==> config.mk <==
export PLATFORM = sky130hd
export DESIGN_NAME = symbol_sync
export DESIGN_NICKNAME = d
export VERILOG_FILES = /design/src/rtl/symbol_sync.sv
export SDC_FILE = /design/constraint.sdc
export NUM_CORES = 1
export LEC_CHECK = 0
export ABC_AREA = 1
export CORE_ASPECT_RATIO = 0.7
export CORE_MARGIN = 2
export CORE_UTILIZATION = 48
export DETAILED_ROUTE_END_ITERATION = 12
export PLACE_DENSITY = 0.63
export SLEW_MARGIN = 10
export SYNTH_ARGS = -nofsm -noshare
export SYNTH_HDL_FRONTEND = slang
export SYNTH_SLANG_ARGS = --single-unit
==> constraint.sdc <==
create_clock -name clk -period 11.7 [get_ports clk]
set_input_delay 3.51 -clock clk [delete_from_list [all_inputs] [get_ports clk]]
set_output_delay 3.51 -clock clk [all_outputs]
set_load 0.02 [all_outputs]
==> src/rtl/symbol_sync.sv <==
// Symbol timing recovery after the RRC matched filter: Gardner TED drives
// an accumulator that slips the symbol strobe by one sample when it saturates.
module symbol_sync #(
  parameter int SamplesPerSymbol = 4,
  parameter int AccWidth         = 32,
  parameter int Threshold        = 2**24
) (
  input  logic               clk,
  input  logic               rst,
  input  logic signed [11:0] in,
  output logic signed [11:0] symbol,
  output logic               symbol_valid,
  output logic               slip_early,
  output logic               slip_late,
  output logic signed [24:0] ted_error
);

  localparam int Half = SamplesPerSymbol / 2;
  localparam int CntW = $clog2(SamplesPerSymbol);
  localparam logic [CntW-1:0] CntLast = CntW'(SamplesPerSymbol - 1);
  localparam logic signed [AccWidth-1:0] ThrPos = AccWidth'(Threshold);
  localparam logic signed [AccWidth-1:0] ThrNeg = -ThrPos;

  logic        [CntW-1:0]     cnt;
  logic                       hold;
  logic signed [AccWidth-1:0] acc;
  logic signed [11:0]         y_prev;
  logic signed [11:0]         mid [Half];

  logic                       strobe;
  logic signed [11:0]         y_mid;
  logic signed [12:0]         diff;
  logic signed [24:0]         e;
  logic signed [AccWidth-1:0] acc_next;

  // Fixed half-symbol delay line; slips never retime it.
  for (genvar gi = 0; gi < Half; gi++) begin : g_mid
    if (gi == 0) begin : g_first
      always_ff @(posedge clk or posedge rst) begin
        if (rst) mid[gi] <= '0;
        else     mid[gi] <= in;
      end
    end else begin : g_rest
      always_ff @(posedge clk or posedge rst) begin
        if (rst) mid[gi] <= '0;
        else     mid[gi] <= mid[gi-1];
      end
    end
  end

  always_comb begin
    strobe   = (cnt == CntLast) && !hold;
    y_mid    = mid[Half-1];
    diff     = {y_prev[11], y_prev} - {in[11], in};
    e        = y_mid * diff;
    acc_next = acc + {{(AccWidth-25){e[24]}}, e};
  end

  always_ff @(posedge clk or posedge rst) begin
    if (rst) begin
      cnt          <= '0;
      hold         <= 1'b0;
      acc          <= '0;
      y_prev       <= '0;
      symbol       <= '0;
      symbol_valid <= 1'b0;
      slip_early   <= 1'b0;
      slip_late    <= 1'b0;
      ted_error    <= '0;
    end else begin
      symbol_valid <= 1'b0;
      slip_early   <= 1'b0;
      slip_late    <= 1'b0;
      if (strobe) begin
        symbol       <= in;
        symbol_valid <= 1'b1;
        ted_error    <= e;
        y_prev       <= in;
        if (acc_next >= ThrPos) begin
          // Late: park cnt at 0 for one extra cycle.
          acc       <= '0;
          cnt       <= '0;
          hold      <= 1'b1;
          slip_late <= 1'b1;
        end else if (acc_next <= ThrNeg) begin
          acc        <= '0;
          cnt        <= CntW'(1);
          slip_early <= 1'b1;
        end else begin
          acc <= acc_next;
          cnt <= '0;
        end
      end else if (hold) begin
        hold <= 1'b0;
      end else begin
        cnt <= cnt + 1'b1;
      end
    end
  end

endmodule
==> results.cfg <==
[detailed_routing]
avgViaCountPerCell = 5.02
drt_pass1_iterations = 7
antenna_left = 0
wl_per_cell_um = 15.6
wirelength_um = 36500
dr.first_iter.drc_count = 837
vias = 11800
drc_errors = 0

[setup_path]
path_class = input pin to flop
rrSetupSlack_ns = 3.08
rr_worst_depth = 48
start_kind = input pin
critPathMaxFanout = 7
crit_top_cell = nand2_1
cp.arrival_ns = 11.76
crit_slowest_cell = fa_1
rr_startpoint = y_prev[0]
rr_endpoint = acc[21]
worst_ep_required_time_ns = 12.02
endpoint_kind = flop
cpPeakStageDelay_ns = 0.56

[die]
die_area_um2 = 27500
die_h_um = 139
ios = 54
coreArea_um2 = 25700
fp.dieW_um = 197
initial_core_util = 0.489
fp-row-count = 49

[synthesis]
syn_inst = 1727
synth_edf_count = 0
yosysMostFrequentCell = nand2_1
avgSynthCellArea_um2 = 7.27
synthesis.nets = 1987
synthTopCellsByCount = 548 x nand2_1, 377 x inv_1, 147 x fa_1
synth.top_cell.area_share = 0.234
ys_warn_count = 0
synth_area_leaders = fa_1 23%, dfrtp_1 20%, nand2_1 16%, inv_1 11%, ha_1 9.9%
netlist_area_um2 = 12600
synth_cell_types = 39
synth_ff_type = dfrtp_1
ys_ff_latch = 99
yosys.area.top_type = fa_1
async_flop_share = 1.00
yosysSeqAreaShare = 0.197

[clocking]
cts.sinks = 99
htreeDepth = 3
clk_latency_ns = 0.38
cts-root-buf = clkbuf_16
clkTransAtPathRegs_ns = 0.08
holdBufCountCts = 0
clk_path_buf_depth = 2
cts_buffers = 9
tritoncts = yes

[hold_path]
worstHoldPathCells = 0
hold_end = y_mid[3]
hold_start = mid[15]
hold_path_class = flop to flop

[placement]
io_buffers = 53
place_congestion = 0.932
dp_hpwl_um = 28800

[cells_and_area]
syn_to_final_growth_pct = 32.8
n_antenna_cell = 0
multiInputGateArea_um2 = 9540
regArea_um2 = 2480
drive_above_1_share = 0.236
n_fill_cell = 2219
nNetsFinal = 2266

[timing]
max_freq_ghz = 0.0874
finalMaxSlewViolations = 0
tns_ns = 0
worst_hold_slack_ns = 0.342
final-setup-viol-count = 0
final-hold-violation-count = 0
fin_crit_sh = 0.978
finClkSkew_ns = 0.0145
period_minus_slack_ns = 11.44
slew_headroom = 0.278
tightest_slew_ns = 1.08

[global_routing]
grt_max_degree = 84
grt_pass1_wl_um = 58900
overflow = 0
antenna_found_initial = 0
grt_pass1_vias = 11600
globalRouteTotalUtil = 0.273

[status]
status = complete, no violations

[run]
max-cap-violations = 0
[repair_timing]
action | 4_1_cts | 5_1_grt
cloned | 1 | 3
pin swaps | 21 | 70
setup endpoints to repair | 36 | 36
hold endpoints to repair | 0 | 0
setup buffers | 9 | 10
gates resized for setup | 77 | 172
[cells in the final DEF, fill, tap and decap left out, types with 20 or more instances in the layout]
cell             synthesis  routed
buf_4                    1     229
nand3_1                 58      50
ha_4                     0      33
inv_1                  377     355
dfrtp_1                 99      99
nand2_1                548     512
a21oi_1                 56      28
nand4_1                 33      33
fa_1                   147     142
clkdlybuf4s50_1          0      45
nor2_2                   6      20
a21oi_2                  0      27
nand2_2                  5      32
nor2_1                 137     112
o21ai_0                 32      21
ha_1                    99      65
inv_2                    2      22
xor2_1                  24      21
[sequential cells by signal, summed over array words and instances (netlist names)]
register,flops
slip_early,1
y_prev,12
cnt,2
mid,12
slip_late,1
hold,1
acc,32
symbol_valid,1
ted_error,25
y_mid,12
[worst max path at each step]
stage,startpoint,end,cells past startpoint
2_1_floorplan,in[0],acc[0],45
3_3_place_gp,in[0],acc[24],47
3_5_place_dp,in[0],acc[30],46
4_1_cts,in[2],acc[30],48
5_1_grt,in[0],acc[1],53
6_report,in[0],acc[21],48
[cells by family (layout without fill, tap and decap cells)]
group / after synthesis / after routing / share of synthesized area
compound gates: 106 / 106 / 0.0464
xor+xnor: 35 / 35 / 0.0244
fa+ha+maj: 246 / 246 / 0.333
buf+inv: 410 / 694 / 0.125
flops: 99 / 99 / 0.197
mux: 1 / 1 / 0.000897
simple gates: 830 / 830 / 0.273
[per-layer routing]
metal  track usage  wire length, µm  part of all wire
met1         0.398            17200              0.47
met2         0.413            16200              0.44
met3        0.0555             2440             0.067
met4        0.0724              749             0.021
met5             0                0                 0
[worst max-delay path, delay by kind of cell]
family	cells	cell delay, ns
AOI/OAI and AO/OA	6	0.81
adders and majority gates	9	3.70
buffers and inverters	10	1.26
and+or+nand+nor	23	2.46
[cell type report]
cell class,instances,share of cell area
Clock buffer,11,0.0140
Clock inverter,5,0.00435
Inverter,382,0.0864
Multi-Input combinational cell,1218,0.572
Sequential cell,99,0.149
Tap cell,331,0.0248
Timing Repair Buffer,296,0.150
[stage by stage]
step                      cells   util  cell area (µm²)  setup slack, ns
after detailed placement   2305  0.588            15100           -0.963
final                      2342  0.649            16700            0.257
after floorplan            1727      -            12600            0.199
after global placement     2305  0.588            15100           -0.895
after CTS                  2331  0.617            15900          0.00269
after global routing       2342  0.649            16700          -0.0881
Power is not shown: default switching activity piles up to over one toggle a cycle in this logic, so the estimate is an artifact.
